`config.mk`:
```
export PLATFORM = sky130hd
export DESIGN_NAME = soc_sysid_arbiter
export DESIGN_NICKNAME = d
export VERILOG_FILES = /design/src/rtl/soc_sysid_arbiter.sv
export SDC_FILE = /design/constraint.sdc
export NUM_CORES = 1
export LEC_CHECK = 0
export ABC_CLOCK_PERIOD_IN_PS = 1800
export BUFFER_PORTS_ARGS = -buffer_cell sky130_fd_sc_hd__buf_4
export CAP_MARGIN = 20
export CORE_UTILIZATION = 40
export DETAILED_ROUTE_END_ITERATION = 7
export PLACE_DENSITY = 0.71
export REMOVE_ABC_BUFFERS = 1
export SKIP_LAST_GASP = 1
export SYNTH_ARGS = -nofsm -noshare
export SYNTH_HDL_FRONTEND = slang
export SYNTH_SLANG_ARGS = --single-unit
```
`constraint.sdc`:
```
create_clock -name clock -period 1.8 [get_ports clock]
set_clock_uncertainty 0.1 [all_clocks]
set_input_delay 0.18 -clock clock [delete_from_list [all_inputs] [get_ports clock]]
set_output_delay 0.18 -clock clock [all_outputs]
set_load 0.02 [all_outputs]
```
`src/rtl/soc_sysid_arbiter.sv`:
```
// rtl/soc_sysid_arbiter.sv - two-master round-robin read sequencer for the sysid slave
module soc_sysid_arbiter #(
  parameter int READ_LATENCY = 0,
  parameter int DATA_W       = 32
) (
  input  logic              clock,
  input  logic              reset,
  input  logic              m0_read,
  input  logic              m0_address,
  output logic              m0_waitrequest,
  output logic [DATA_W-1:0] m0_readdata,
  output logic              m0_readdatavalid,
  input  logic              m1_read,
  input  logic              m1_address,
  output logic              m1_waitrequest,
  output logic [DATA_W-1:0] m1_readdata,
  output logic              m1_readdatavalid,
  output logic              sys_address,
  input  logic [DATA_W-1:0] sys_readdata,
  output logic              busy
);

  typedef enum logic [1:0] {
    IDLE,
    WAIT,
    RESP
  } state_t;

  localparam logic [3:0] LAT_INIT = 4'(READ_LATENCY);

  state_t     state;
  state_t     state_nxt;
  logic       last_grant;
  logic       owner;
  logic [3:0] lat_cnt;
  logic       grant0;
  logic       grant1;
  logic       capture;

  always_comb begin
    state_nxt        = state;
    grant0           = 1'b0;
    grant1           = 1'b0;
    capture          = 1'b0;
    m0_waitrequest   = 1'b1;
    m1_waitrequest   = 1'b1;
    m0_readdatavalid = 1'b0;
    m1_readdatavalid = 1'b0;
    case (state)
      IDLE: begin
        // On a tie the requester that did not win last time goes first.
        if (!reset) begin
          if (m0_read && (!m1_read || last_grant)) begin
            grant0 = 1'b1;
          end else if (m1_read) begin
            grant1 = 1'b1;
          end
        end
        m0_waitrequest = !grant0;
        m1_waitrequest = !grant1;
        if (grant0 || grant1) begin
          state_nxt = WAIT;
        end
      end
      WAIT: begin
        if (lat_cnt == 4'd0) begin
          capture   = 1'b1;
          state_nxt = RESP;
        end
      end
      RESP: begin
        m0_readdatavalid = !reset && !owner;
        m1_readdatavalid = !reset && owner;
        state_nxt        = IDLE;
      end
      default: state_nxt = IDLE;
    endcase
  end

  always_ff @(posedge clock) begin
    if (reset) begin
      state       <= IDLE;
      last_grant  <= 1'b1;
      owner       <= 1'b0;
      lat_cnt     <= 4'd0;
      sys_address <= 1'b0;
      m0_readdata <= '0;
      m1_readdata <= '0;
    end else begin
      state <= state_nxt;
      if (grant0 || grant1) begin
        owner       <= grant1;
        last_grant  <= grant1;
        sys_address <= grant1 ? m1_address : m0_address;
        lat_cnt     <= LAT_INIT;
      end else if (state == WAIT && lat_cnt != 4'd0) begin
        lat_cnt <= lat_cnt - 4'd1;
      end
      // The slave has no handshake; its data is trusted only after the settle delay.
      if (capture) begin
        if (owner) begin
          m1_readdata <= sys_readdata;
        end else begin
          m0_readdata <= sys_readdata;
        end
      end
    end
  end

  assign busy = (state != IDLE);

endmodule

```
==> summary.txt <==
Internal power -> 0.002824 W
Final setup vio count -> 1
Fillers -> 613
Total gr overflow -> 0
Final Cycle Share -> 100.1%
Vias in the first global route -> 2370
Average size of a mapped cell -> 9.517 um^2
Gate power share -> 15.6%
Commonest cells after routing, fill and taps aside -> buf_4, nand2_1, dfxtp_1
Ys async rst share -> 0%
Drt drc -> 0
Max-cap violations -> 0
EDFF count, synth -> 0
Worst path required time -> 1960 ps
Cell accounting for the most synthesized area -> dfxtp_1
Top_reg_cell synth -> dfxtp_1
Reg clk slew, reported paths -> 70 ps
Worst Setup Slack, final -> -2.001 ps
Crit path capture type -> register
Switching portion of total power -> 25.40%
DRT antenna net count -> 0
Adder-Cell Fraction of Synth Area -> 0.4354%
Netlist Area Pre-Place -> 0.002874 mm^2
Hold Crit Class -> input port to register
Clock tree buffer depth -> 2
Fmax -> 554.9 MHz
Critical path class -> register to register
H-tree levels -> 3
Synth top area share -> 50.85%
Synth-to-Final Area Change -> 42.71%
Most common cell after layout, fill and taps aside -> buf_4
Simple-Gate Fraction of Synth Area -> 18.94%
Yosys cell types -> 33
FF-to-FF path depth -> 4
Initial core utilization -> 41.84%
Clk_lat worst skew -> 340 ps
Placer Congestion -> 0.8553
Leakage -> 1.959 nW
CTS Root Cell -> clkbuf_8
# rows -> 30
Fraction of layout cells with a size suffix above 1 -> 34.61%
Core ar. -> 0.006869 mm^2
Drt wl/cell -> 12.90 um
Initial antenna violation count -> 0
Critical path peak fanout -> 7
Hold depth -> 3
Unrepaired setup endpoints after global routing -> yes
Switch Pwr -> 0.0009614 W
Tmin final -> 1802 ps
Post-synthesis sequential area ratio -> 50.85%
Post-synthesis compound-gate area fraction -> 3.265%
Port buffer count -> 107
Fin util -> 59.71%
Ranking of synthesized cells by area -> dfxtp_1, mux2i_1, nand2_1
Final hold vios -> 0
Routed wire length -> 6644 um
Dpl cell area -> 0.003782 mm^2
Antenna Cells -> 0
Post-DR vias/cell -> 4.726
Nets@finish -> 453
Mux share of post-synthesis cell area -> 22.29%
Full die area -> 0.007528 mm^2
Flops & latches, synth -> 73
Sequential Power Share -> 46.0%
DP Worst Slack -> 150.2 ps
Failing checks -> setup timing
Post-Synth XOR/XNOR Area -> 0%
Clock power frac -> 38.4%
Design Area, Final -> 0.004101 mm^2
CTS sink cnt -> 73
Status -> finished with violations
Largest net degree at the start of global routing -> 98
Detailed Routing Iterations Pass 1 -> 4
Die X -> 86.77 um
Num ports -> 108
First-pass GRT wire length -> 10820 um
Mapped Cells -> 302
Total power -> 0.003785 W
Total clock buffers created by CTS -> 9
Crit path DAT -> 1960 ps
1st-iter DRT viols -> 81
VDD IR max -> 0.4473 mV
Die Ht -> 86.77 um
Yosys warns -> 0
Vias -> 2434
CTS tree -> done
Worst slew pin tran -> 496.7 ps
Slew Viols, Final -> 0
GRT Overall Usage -> 18.62%
PwrDens -> 922.8 mW/mm^2
Largest family of logic cells by synthesized area -> multiplexers
Hpwl dp -> 4347 um
Worst Setup Start Kind -> register
Worst slew margin -> 66.82%
==> flip-flops by register name, summed over array words and instances, names as in the netlist <==
signal       count
owner            1
sys_address      1
last_grant       1
m1_readdata     32
m0_readdata     32
lat_cnt          4
state            2
==> metal layers <==
layer	part of all wire (%)	global-route usage [%]	vias up
met3	9.2	6.476	17
met4	2.6	10.00	0
met5	0	0	-
met1	45	22.16	1099
li1	-	-	1224
met2	44	29.58	94
==> metrics by stage <==
step,hold WS [ps],cells,setup TNS (ps)
2_1_floorplan,151.9,284,-20390
3_3_place_gp,333.2,492,0
3_5_place_dp,330.8,492,0
4_1_cts,0.1924,515,-6.812
5_1_grt,20.77,515,-56.71
6_report,13.92,515,-2.001
==> power groups by stage <==
stage          Sequential [W]  Clock, W  Combinational (W)
2_1_floorplan         0.00186         0           0.000224
3_3_place_gp          0.00178         0           0.000560
3_5_place_dp          0.00178         0           0.000566
4_1_cts               0.00174   0.00149           0.000587
5_1_grt               0.00175   0.00155           0.000636
6_report              0.00174   0.00145           0.000589
==> kinds of logic (layout without fill, tap and decap cells) <==
group / after synthesis / in the layout
and+or+nand+nor: 123 / 123
DFF: 73 / 73
muxes: 64 / 64
buffers and inverters: 25 / 142
AOI/OAI and AO/OA: 16 / 16
adders and majority gates: 1 / 1
==> worst max-delay path: stages, from the launching register on <==
cell and delay, ps:
dfxtp_4 370, or4b_4 520, buf_4 160, or3b_1 390, a31oi_2 180
==> cell usage after synthesis, drive strengths merged, types with 2 or more instances <==
cell type,n
and4bb,2
nor3,3
nand2,98
or3,4
a21oi,6
inv,7
nor2,5
clkbuf,9
buf,9
o21ai,6
dfxtp,73
mux2i,64
==> cell type report <==
| cell class | count | area, um^2 | share of cell area [%] |
|---|---|---|---|
| Clock buffer | 11 | 151.4 | 3.691 |
| Clock inverter | 5 | 77.57 | 1.891 |
| Inverter | 7 | 26.28 | 0.6406 |
| Multi-Input combinational cell | 204 | 1313 | 32.00 |
| Sequential cell | 73 | 1469 | 35.81 |
| Tap cell | 96 | 120.1 | 2.929 |
| Timing Repair Buffer | 119 | 944.7 | 23.03 |
==> timing repair <==
| item | in CTS | in global routing |
|---|---|---|
| setup endpoints to repair | 1 | 3 |
| hold buffers | 4 | 0 |
| resized for setup | 7 | 3 |
| hold endpoints to repair | 8 | 0 |
| pin swaps | 2 | 2 |
| setup buffers | 3 | 0 |
==> path summary, 6_finish.rpt <==
path	startpoint	end	slack (ps)
worst max register to register	state[1]	sys_address	-2
worst min register to register	m0_readdata[11]	m0_readdata[11]	360
worst min-delay path	sys_readdata[18]	m1_readdata[18]	10
worst max-delay path	state[1]	sys_address	-2
Power figures use the tool's default switching activity.
